`src/rtl/acc_pkg.sv`:
```
// rtl/acc_pkg.sv - shared state encoding and sizing for the acc_core scheduler
package acc_pkg;

  typedef enum logic [2:0] {
    ST_IDLE = 3'd0,
    ST_LOAD = 3'd1,
    ST_RUN  = 3'd2,
    ST_WAIT = 3'd3,
    ST_HOLD = 3'd4
  } state_t;

  localparam int DEF_IN_DATA_WIDTH = 8;
  localparam int DEF_LANES         = 4;
  localparam int DEF_CNT_WIDTH     = 12;
  localparam int DEF_TIMEOUT       = 1023;

  // Each acc_core returns a double-width accumulation per lane.
  function automatic int res_width(input int in_width);
    return 2 * in_width;
  endfunction

endpackage

```
`src/rtl/acc_done_tracker.sv`:
```
// rtl/acc_done_tracker.sv - sticky per-lane done mask with first-done capture enables
module acc_done_tracker #(
  parameter int LANES = 4
) (
  input  logic             clk,
  input  logic             rst,
  input  logic             clear_i,
  input  logic             enable_i,
  input  logic [LANES-1:0] done_i,
  output logic [LANES-1:0] cap_en_o,
  output logic             all_done_o
);

  logic [LANES-1:0] r_mask;

  // A lane is captured only on its first done cycle, later results are ignored.
  assign cap_en_o   = done_i & ~r_mask & {LANES{enable_i}};
  assign all_done_o = enable_i & (&(r_mask | done_i));

  always_ff @(posedge clk) begin
    if (rst || clear_i) begin
      r_mask <= '0;
    end else begin
      r_mask <= r_mask | cap_en_o;
    end
  end

endmodule

```
`src/rtl/acc_core_scheduler.sv`:
```
// rtl/acc_core_scheduler.sv - sequences one accumulation job across the acc_core lanes
module acc_core_scheduler
  import acc_pkg::*;
#(
  parameter int IN_DATA_WIDTH = DEF_IN_DATA_WIDTH,
  parameter int LANES         = DEF_LANES,
  parameter int CNT_WIDTH     = DEF_CNT_WIDTH,
  parameter int TIMEOUT       = DEF_TIMEOUT
) (
  input  logic                                 clk,
  input  logic                                 rst,
  input  logic                                 start_i,
  input  logic [CNT_WIDTH-1:0]                 len_i,
  output logic                                 busy_o,
  input  logic                                 s_valid_i,
  output logic                                 s_ready_o,
  input  logic [LANES*IN_DATA_WIDTH-1:0]       s_data_i,
  output logic [LANES-1:0]                     lane_valid_o,
  output logic [LANES*IN_DATA_WIDTH-1:0]       lane_number_o,
  output logic                                 lane_run_o,
  input  logic [LANES-1:0]                     lane_done_i,
  input  logic [LANES*2*IN_DATA_WIDTH-1:0]     lane_result_i,
  output logic                                 m_valid_o,
  input  logic                                 m_ready_i,
  output logic [LANES*2*IN_DATA_WIDTH-1:0]     m_data_o,
  output logic                                 err_o,
  output logic [CNT_WIDTH-1:0]                 words_o
);

  localparam int RW = res_width(IN_DATA_WIDTH);
  localparam int TW = $clog2(TIMEOUT + 1);
  localparam logic [TW-1:0] TMO_LAST = TW'(TIMEOUT - 1);

  state_t                           r_state, w_next;
  logic [CNT_WIDTH-1:0]             r_len, r_words;
  logic [TW-1:0]                    r_tmo;
  logic [LANES-1:0]                 r_lane_valid;
  logic [LANES*IN_DATA_WIDTH-1:0]   r_lane_number;
  logic                             r_run, r_m_valid, r_err;
  logic [LANES*RW-1:0]              r_m_data;

  logic                             w_xfer, w_last, w_start_ok, w_start_bad;
  logic                             w_in_wait, w_all_done, w_timeout;
  logic [LANES-1:0]                 w_cap_en;

  assign w_xfer      = s_valid_i & s_ready_o;
  assign w_last      = w_xfer && ((r_words + CNT_WIDTH'(1)) == r_len);
  assign w_start_ok  = (r_state == ST_IDLE) && start_i && (len_i != '0);
  assign w_start_bad = (r_state == ST_IDLE) && start_i && (len_i == '0);
  assign w_in_wait   = (r_state == ST_WAIT);
  // A done arriving on the terminal count still completes the job.
  assign w_timeout   = w_in_wait && !w_all_done && (r_tmo == TMO_LAST);

  acc_done_tracker #(.LANES(LANES)) u_done (
    .clk        (clk),
    .rst        (rst),
    .clear_i    (r_state == ST_RUN),
    .enable_i   (w_in_wait),
    .done_i     (lane_done_i),
    .cap_en_o   (w_cap_en),
    .all_done_o (w_all_done)
  );

  always_ff @(posedge clk) begin
    if (rst) begin
      r_state <= ST_IDLE;
    end else begin
      r_state <= w_next;
    end
  end

  always_comb begin
    w_next = r_state;
    case (r_state)
      ST_IDLE: if (w_start_ok) w_next = ST_LOAD;
      ST_LOAD: if (w_last) w_next = ST_RUN;
      ST_RUN:  w_next = ST_WAIT;
      ST_WAIT: begin
        if (w_all_done)     w_next = ST_HOLD;
        else if (w_timeout) w_next = ST_IDLE;
      end
      ST_HOLD: if (m_ready_i) w_next = ST_IDLE;
      default: w_next = ST_IDLE;
    endcase
  end

  always_comb begin
    s_ready_o = (r_state == ST_LOAD);
    busy_o    = (r_state != ST_IDLE);
  end

  always_ff @(posedge clk) begin
    if (rst) begin
      r_len         <= '0;
      r_words       <= '0;
      r_tmo         <= '0;
      r_lane_valid  <= '0;
      r_lane_number <= '0;
      r_run         <= 1'b0;
      r_m_valid     <= 1'b0;
      r_err         <= 1'b0;
      r_m_data      <= '0;
    end else begin
      r_lane_valid <= {LANES{w_xfer}};
      r_run        <= (r_state == ST_RUN);

      if (w_start_ok) begin
        r_len   <= len_i;
        r_words <= '0;
        r_err   <= 1'b0;
      end
      if (w_start_bad || w_timeout) begin
        r_err <= 1'b1;
      end

      if (w_xfer) begin
        r_lane_number <= s_data_i;
        r_words       <= r_words + CNT_WIDTH'(1);
      end

      if (r_state == ST_RUN) begin
        r_tmo <= '0;
      end else if (w_in_wait) begin
        r_tmo <= r_tmo + TW'(1);
      end

      for (int i = 0; i < LANES; i++) begin
        if (w_cap_en[i]) begin
          r_m_data[i*RW +: RW] <= lane_result_i[i*RW +: RW];
        end
      end

      if (w_all_done) begin
        r_m_valid <= 1'b1;
      end else if ((r_state == ST_HOLD) && m_ready_i) begin
        r_m_valid <= 1'b0;
      end
    end
  end

  assign lane_valid_o  = r_lane_valid;
  assign lane_number_o = r_lane_number;
  assign lane_run_o    = r_run;
  assign m_valid_o     = r_m_valid;
  assign m_data_o      = r_m_data;
  assign err_o         = r_err;
  assign words_o       = r_words;

endmodule

```
`config.mk`:
```
export PLATFORM = sky130hd
export DESIGN_NAME = acc_core_scheduler
export DESIGN_NICKNAME = d
export VERILOG_FILES = /design/src/rtl/acc_pkg.sv /design/src/rtl/acc_done_tracker.sv /design/src/rtl/acc_core_scheduler.sv
export SDC_FILE = /design/constraint.sdc
export NUM_CORES = 1
export LEC_CHECK = 0
export CORE_MARGIN = 4
export CORE_UTILIZATION = 45
export CTS_CLUSTER_DIAMETER = 120
export DETAILED_ROUTE_END_ITERATION = 10
export GPL_TIMING_DRIVEN = 0
export PLACE_DENSITY_LB_ADDON = 0.05
export SYNTH_ARGS = -nofsm -noshare
export SYNTH_HDL_FRONTEND = slang
export SYNTH_SLANG_ARGS = --single-unit
export TNS_END_PERCENT = 100
```
`constraint.sdc`:
```
create_clock -name clk -period 6.6 [get_ports clk]
set_input_delay 0.66 -clock clk [delete_from_list [all_inputs] [get_ports clk]]
set_output_delay 0.66 -clock clk [all_outputs]
set_load 0.005 [all_outputs]
```
==> impl_metrics.ini <==
[placement]
gp_congestion = 0.857
dp_slack_ns = 3.63
dp_cells = 1116
io_buffers = 233
dpl.hpwl_mm = 13.8

[route]
wl_mm = 18.0
wl_per_cell_um = 15.7
vias_per_cell = 5.06
drt-pass1-iter-count = 5
drc = 0
drt.antenna.violating_nets = 0
vias = 5805
drtIter0Drc = 407

[clock_network]
numCtsBuffers = 17
root_buffer = clkbuf_16
clock-sinks = 141
cts_setup_buffers = 0
cts_max_level = 4
clk_latency_ns = 0.42
clockBufferDepth = 2
path_clk_slew_ns = 0.06
cts_resized = 0
ctsHoldBuffers = 0
cts_tree = yes

[grt]
grtUsageTotal = 0.245
overflow = 0
grt_max_degree = 17
antenna_found_initial = 0
grt_pass1_vias = 5793
grt_pass1_wl_mm = 28.4

[final_layout]
nNetsFinal = 1088
num_antenna_cells = 0
syn_to_final_growth_pct = 55.7
post-route-util = 0.725
instances_no_fill = 1148
drive_gt1_frac = 0.0480

[worst_setup_path]
cp_max_fo = 10
required_ns = 5.94
critical_path_class = reg2out
start_kind = flop
worst_setup_path_end_kind = primary output
critPathArrivalTime_ns = 1.95
r2r-start = words_o[0]$_SDFFE_PP0P_
r2r_slack_ns = 4.17
r2r.worst_path.cells = 6
worstReg2RegEnd = r_state[1]$_SDFFE_PP0P_

[sta]
finalSetupViolations = 0
finalSetupTns_ns = 0
max_slew.worst_pin.slew_ns = 0.715
grt_setup_unrepaired = no
relSlewSlack = 0.519
period_share = 0.395
max_freq_ghz = 0.383
fin_skew_ns = 0.00742
worst_slack_ns = 3.99
hold_viol = 0
slew_violations = 0
period_minus_slack_ns = 2.61

[synthesis]
yosysTopAreaCell = dfxtp_1
ys_seq_area_frac = 0.496
ys.flop_type = dfxtp_1
async_reset_ff_frac = 0
syn_area_um2 = 5690
synth_common_cells = nand2_1, dfxtp_1, a21oi_1, nor2_1, clkbuf_1
avgSynthCellArea_um2 = 7.96
ys_ff_latch = 141
synth_area_leaders = dfxtp_1, nand2_1, a21oi_1
synth.most_common_cell = nand2_1
synthCells = 715
synth_top_area_frac = 0.496
synth_cell_type_count = 48
synth-edff-count = 0
synth_nets = 836
yosys_warnings = 0

[die]
row_count = 40
core_area_um2 = 12200
start_util = 0.466
die-area_um2 = 14500
io_pins = 234
die_width_um = 120
die_h_um = 120

[min_path]
hold_path_depth = 2
worst_hold_path.endpoint = m_data_o[17]$_SDFFE_PP0P_
hold_start = m_data_o[17]$_SDFFE_PP0P_
hold_class = reg2reg

[flow_run]
maxCapViolCount = 0

[pwr]
powerDensity_nw_per_um2 = 249
ir_worst_vdd_mv = 0.166
fin_total_pwr_mw = 2.21
leakage_nw = 3.09

[outcome]
status = complete, no violations
==> area by class of cell <==
class	instances	area, um^2
plain buffers	51	220
inverters	6	22.5
repair buffers	233	2330
clock buffers	22	494
flip-flops and latches	141	2820
well taps	168	210
clock inverters	10	134
multi-input cells	517	2620
fillers	984	3350
==> registers in the layout, summed over array words and instances, names as in the netlist, 3 cells and up <==
register and flops:
lane_number_o 32, u_done.r_mask 4, words_o 12, r_state 3
m_data_o 64, r_len 12, r_tmo 10
==> through the flow <==
stage          hold WS [ns]  cell area, um^2
6_report              0.451             8860
5_1_grt               0.465             8860
4_1_cts               0.453             8860
3_5_place_dp          0.446             8230
3_3_place_gp          0.441             8230
2_1_floorplan         0.453             5690
==> worst max path at each step <==
stage	from	end	slack [ns]	depth (start not counted)
after global placement	len_i[11]	words_o[9]$_SDFFE_PP0P_	3.67	7
after detailed placement	len_i[11]	words_o[3]$_SDFFE_PP0P_	3.63	7
after global routing	len_i[11]	words_o[9]$_SDFFE_PP0P_	3.83	7
after floorplan	words_o[0]$_SDFFE_PP0P_	r_state[1]$_SDFFE_PP0P_	4.42	6
final	r_state[0]$_SDFFE_PP0P_	s_ready_o	3.99	3
after CTS	r_state[0]$_SDFFE_PP0P_	s_ready_o	3.97	3
==> worst max-delay path, stage by stage (launching register included) <==
cell,delay [ns]
dfxtp_1,0.35
clkbuf_1,0.32
nor3b_1,0.30
clkdlybuf4s50_1,0.56
==> power breakdown <==
group,switching (mW),leakage [nW],internal [mW]
sequential,0.0221,1.14,0.884
combinational,0.137,1.64,0.163
clock,0.357,0.308,0.643
total,0.516,3.09,1.69
==> metal layers <==
layer	up-vias	wire length [um]	track usage
met1	2669	7030	0.265
met2	210	8980	0.432
met4	0	326	0.0814
li1	2904	-	-
met3	22	1630	0.103
met5	-	0	0
==> cell families (layout without fill, tap and decap cells) <==
logic type,Yosys count,after routing,share of synthesized area
buffers and inverters,57,322,0.0427
muxes,12,12,0.0211
xor gates and xnor gates,20,20,0.0308
AOI/OAI and AO/OA,154,154,0.147
DFF,141,141,0.496
and+or+nand+nor,327,327,0.253
adders and majority gates,4,4,0.00880
==> placed cells by master, fill, tap and decap left out, drive strengths merged, types with 3 or more instances in the layout <==
cell type	netlist	final
a211oi	3	3
a21o	3	3
a21oi	120	120
a31oi	4	4
and3	6	6
and4	3	3
buf	14	14
bufinv	0	3
clkbuf	37	59
clkdlybuf4s50	0	233
clkinv	0	4
dfxtp	141	141
ha	4	4
inv	6	7
mux2i	12	12
nand2	208	208
nand3	11	11
nand3b	5	5
nand4	5	5
nor2	47	47
nor3	3	3
nor4	8	8
o21ai	15	15
or2	4	4
or3	10	10
or4	4	4
xnor2	12	12
xor2	8	8
Power figures use the tool's default switching activity.
